[src/rtl/spi_ram_ctrl.sv]
// spi_ram_ctrl: command decoder and 2**ADDR_SIZE x 8 RAM behind an SPI slave.
// Each rising edge of rx_valid executes one command. Read responses are held
// on tx_data/tx_valid for TX_HOLD cycles so the slave can shift them out.
module spi_ram_ctrl #(
  parameter int ADDR_SIZE = 8,
  parameter int TX_HOLD   = 8
) (
  input  logic        clk,
  input  logic        rst,
  input  logic [10:0] rx_data,
  input  logic        rx_valid,
  output logic [7:0]  tx_data,
  output logic        tx_valid,
  output logic        cmd_err
);

  localparam int CNT_W = (TX_HOLD > 1) ? $clog2(TX_HOLD) : 1;
  localparam int DEPTH = 2 ** ADDR_SIZE;

  typedef enum logic [1:0] {
    IDLE     = 2'd0,
    RD_FETCH = 2'd1,
    RD_RESP  = 2'd2
  } state_t;

  state_t               state, state_nxt;
  logic                 rx_valid_q;
  logic                 accept;
  logic [1:0]           cmd;
  logic [7:0]           payload;
  logic [ADDR_SIZE-1:0] payload_addr;
  logic [ADDR_SIZE-1:0] wr_addr, rd_addr;
  logic                 rd_armed;
  logic [CNT_W-1:0]     hold_cnt;
  logic [7:0]           rd_buf;
  logic [7:0]           mem [DEPTH];

  // Decoded one-cycle strobes from the FSM
  logic wr_addr_ld, wr_data_ld, rd_addr_ld, fetch, resp_start, resp_done, err;

  // Bit 10 of the frame carries nothing for this block
  logic unused_rx_bit;
  assign unused_rx_bit = rx_data[10];

  assign accept       = rx_valid & ~rx_valid_q;
  assign cmd          = rx_data[9:8];
  assign payload      = rx_data[7:0];
  assign payload_addr = rx_data[ADDR_SIZE-1:0];

  // Edge detector on rx_valid so a held level runs its command only once
  always_ff @(posedge clk or posedge rst) begin
    if (rst) rx_valid_q <= 1'b0;
    else     rx_valid_q <= rx_valid;
  end

  // FSM state register
  always_ff @(posedge clk or posedge rst) begin
    if (rst) state <= IDLE;
    else     state <= state_nxt;
  end

  // Next-state and command decode; anything accepted while busy is rejected
  always_comb begin
    state_nxt  = state;
    wr_addr_ld = 1'b0;
    wr_data_ld = 1'b0;
    rd_addr_ld = 1'b0;
    fetch      = 1'b0;
    resp_start = 1'b0;
    resp_done  = 1'b0;
    err        = 1'b0;
    case (state)
      IDLE: begin
        if (accept) begin
          case (cmd)
            2'b00:   wr_addr_ld = 1'b1;
            2'b01:   wr_data_ld = 1'b1;
            2'b10:   rd_addr_ld = 1'b1;
            default: begin
              if (rd_armed) state_nxt = RD_FETCH;
              else          err       = 1'b1;
            end
          endcase
        end
      end
      RD_FETCH: begin
        fetch     = 1'b1;
        err       = accept;
        state_nxt = RD_RESP;
      end
      RD_RESP: begin
        err = accept;
        // tx_valid is low only on the first cycle of a response
        if (!tx_valid) begin
          resp_start = 1'b1;
        end else if (hold_cnt == '0) begin
          resp_done = 1'b1;
          state_nxt = IDLE;
        end
      end
      default: state_nxt = IDLE;
    endcase
  end

  // Address registers, read arming and the error pulse
  always_ff @(posedge clk or posedge rst) begin
    if (rst) begin
      wr_addr  <= '0;
      rd_addr  <= '0;
      rd_armed <= 1'b0;
      cmd_err  <= 1'b0;
    end else begin
      cmd_err <= err;
      if (wr_addr_ld) wr_addr <= payload_addr;
      else if (wr_data_ld) wr_addr <= wr_addr + 1'b1;
      if (rd_addr_ld) begin
        rd_addr  <= payload_addr;
        rd_armed <= 1'b1;
      end else if (resp_done) begin
        rd_addr  <= rd_addr + 1'b1;
        rd_armed <= 1'b0;
      end
    end
  end

  // Response output and hold counter
  always_ff @(posedge clk or posedge rst) begin
    if (rst) begin
      tx_data  <= 8'h00;
      tx_valid <= 1'b0;
      hold_cnt <= '0;
    end else if (resp_start) begin
      tx_data  <= rd_buf;
      tx_valid <= 1'b1;
      hold_cnt <= CNT_W'(TX_HOLD - 1);
    end else if (resp_done) begin
      tx_valid <= 1'b0;
    end else if (tx_valid) begin
      hold_cnt <= hold_cnt - 1'b1;
    end
  end

  // RAM array and fetch buffer; contents survive reset
  always_ff @(posedge clk) begin
    if (wr_data_ld) mem[wr_addr] <= payload;
    if (fetch)      rd_buf       <= mem[rd_addr];
  end

endmodule
[config.mk]
export PLATFORM = sky130hd
export DESIGN_NAME = spi_ram_ctrl
export DESIGN_NICKNAME = d
export VERILOG_FILES = /design/src/rtl/spi_ram_ctrl.sv
export SDC_FILE = /design/constraint.sdc
export NUM_CORES = 2
export LEC_CHECK = 0
export CAP_MARGIN = 20
export CORE_MARGIN = 10
export CORE_UTILIZATION = 23
export DETAILED_ROUTE_END_ITERATION = 12
export HOLD_SLACK_MARGIN = 0.08
export PLACE_DENSITY = 0.34
export REMOVE_ABC_BUFFERS = 1
export SYNTH_ARGS = -nofsm -noshare
export SYNTH_HDL_FRONTEND = slang
export SYNTH_SLANG_ARGS = --single-unit
[constraint.sdc]
create_clock -name clk -period 4 [get_ports clk]
set_clock_uncertainty 0.2 [all_clocks]
set_input_delay 0.8 -clock clk [delete_from_list [all_inputs] [get_ports clk]]
set_output_delay 0.8 -clock clk [all_outputs]
set_load 0.01 [all_outputs]
==> impl_metrics.yaml <==
outcome:
  outcome: "finished, final reports clean"
timing:
  relSlewSlack: 0.230
  setup_viol_count_final: 0
  fin_crit_sh: 0.960
  final_max_slew_viol_count: 0
  fmax_ghz: 0.260
  min_period_ps: 3840
  rsz0062_at_grt: "false"
  fin_setup_tns_ps: 0
  finalHoldViolCount: 0
  worst_pin_slew_ps: 1150
global_route:
  grt_max_degree: 110
  groute.usage.overall: 0.147
  grt-ovfl-total: 0
  antenna_found_initial: 25
  grt_pass1_vias: 43900
  grt_pass1_wl_mm: 392
layout:
  final_nets: 4666
  final_common_cell: "edfxtp_1"
  instances_no_fill: 9581
  syn_to_final_growth_pct: 22.8
  mostFrequentLayoutCells: "edfxtp_1, buf_4, mux4_2"
  drive_above_1_share: 0.310
  nFillCells: 35100
  final_util: 0.284
cts:
  cts_resized: 0
  clk_pin_slew_ps: 60
  cts_buffer_depth: 4
  cts_buffers: 242
  clock_sinks: 2089
  hold_buffers: 0
  root_buffer: "clkbuf_16"
  post_cts_buffers: 0
  ctsHtreeMaxLevel: 4
  clk_latency_ps: 900
  cts_tree: "done"
run:
  cap_violations: 0
power_and_ir_drop:
  power.total_mw: 68.4
  ir_drop_uv: 386
  power.leakage_nw: 31.8
  power_density_nw_per_um2: 682
placed_design:
  placedCellCount: 9126
  dp_hpwl_mm: 188
  port_buffers: 22
  place_congestion: 0.791
routing:
  wire_per_inst_um: 30.0
  routed_wirelength_mm: 287
  wl_met3_mm: 12.2
  vias: 42500
  drc: 0
  first_pass_iters: 6
  highest_layer: "met4"
  via_per_inst: 4.44
  m1WireLength_mm: 132
  wl_met2_mm: 137
  detail-route-antenna-nets: 0
  first_iter_violations: 3874
floorplan:
  coreArea_um2: 353000
  rows: 218
  start_util: 0.231
  fp.dieW_um: 615
  dieArea_um2: 379000
  io_pins: 24
  dieHeight_um: 615
synthesis:
  ys_types: 70
  synth_area_um2: 81600
  ys_async_sr_fraction: 0.0158
  synth_cells: 3947
  yosys_register_bits: 2089
  yosys_warnings: 0
  synth_edf_count: 2056
  syn_avg_cell_area_um2: 20.7
  synth_flop_cell: "edfxtp_1"
  ys_seq_area_frac: 0.767
worst_setup_path:
  max_stage_delay_ps: 720
  critical_path_required_ps: 4580
  crit_path_top_delay_cell: "a221oi_1"
  startpoint_type: "flip-flop"
  path_common_cell: "buf_4"
  cp_max_fo: 11
  crit_chain: "buf_12 -> buf_4 -> nand3_1 -> buf_4 -> o221ai_1 -> a21oi_1 -> a211o_1 -> a221oi_1 -> a31o_2"
  path_class: "flip-flop to flip-flop"
  critPathCaptureType: "flip-flop"
  crit_arrival_ps: 4420
worst_hold_path:
  min_path_type: "primary input to flip-flop"
## worst max-delay path: cells and delay by family, from the launching register on
family	cells	cell delay, ps
AO/OA/AOI/OAI	5	1760
buffers and inverters	3	770
flip-flops	1	570
AND/OR/NAND/NOR	1	400
## flip-flops by register name (all words and copies together), names as in the netlist, 2 cells and up
register / count
hold_cnt: 3
mem: 2048
rd_addr: 8
rd_buf: 8
state: 2
tx_data: 8
wr_addr: 8
## metal layers
metal | vias up | global-route usage
met5 | - | 0
met4 | 0 | 0.0312
met3 | 296 | 0.0183
met2 | 1019 | 0.241
met1 | 23300 | 0.209
li1 | 17900 | -
## power by group
group / internal (mW) / switching (mW)
logic: 8.60 / 13.4
registers: 24.3 / 0.526
clock network: 12.4 / 9.14
## synthesized netlist by cell type (28+ instances only)
cell / count / area, um^2
mux4_2: 447 / 10100
a221oi_1: 34 / 298
a22oi_1: 91 / 683
dfrtp_1: 33 / 826
o21ai_0: 43 / 215
buf_2: 62 / 310
clkbuf_1: 92 / 345
buf_4: 34 / 255
nor2_1: 285 / 1070
nand3_1: 55 / 275
nand2_1: 94 / 353
a21oi_1: 87 / 435
mux2i_1: 193 / 1930
buf_6: 28 / 315
edfxtp_1: 2056 / 61700
## per-stage QoR
stage / instance area [um^2] / worst slack, ps / hold WS [ps]
after floorplan: 80200 / -20560 / 254
after global placement: 92500 / -244 / 266
after detailed placement: 92500 / -281 / 262
after CTS: 100000 / 134 / 81.0
after global routing: 100000 / 66.5 / 120
final: 100000 / 159 / 168
## layout make-up
cell class	instances	area [um^2]	area share
tap	4730	5920	0.0591
multi-input combinational	1607	17600	0.176
clock buffer	293	6290	0.0628
timing repair buffer	685	6370	0.0636
sequential	2089	62600	0.625
clock inverter	155	1350	0.0134
antenna	7	17.5	0.000175
inverter	15	58.8	0.000587
## final timing paths
kind / start / to / slack, ps / depth (start not counted)
max: rd_addr[0] / rd_buf[0] / 160 / 9
min: rx_data[4] / mem[132][4] / 170 / 1
max reg2reg: rd_addr[0] / rd_buf[0] / 160 / 9
min reg2reg: rd_buf[6] / tx_data[6] / 280 / 1
max in group asynchronous: rst / rd_addr[2] / 2420 / 2
min in group asynchronous: rst / tx_data[7] / 490 / 2
## cells by family after synthesis
| group | after synthesis | synth area share |
|---|---|---|
| xor gates and xnor gates | 8 | 0.000859 |
| DFF | 2089 | 0.767 |
| AOI/OAI and AO/OA | 408 | 0.0351 |
| muxes | 654 | 0.149 |
| and+or+nand+nor | 525 | 0.0281 |
| buffers and inverters | 251 | 0.0179 |
| adders and majority gates | 12 | 0.00184 |
No activity file was read; power rests on OpenSTA's default activity.
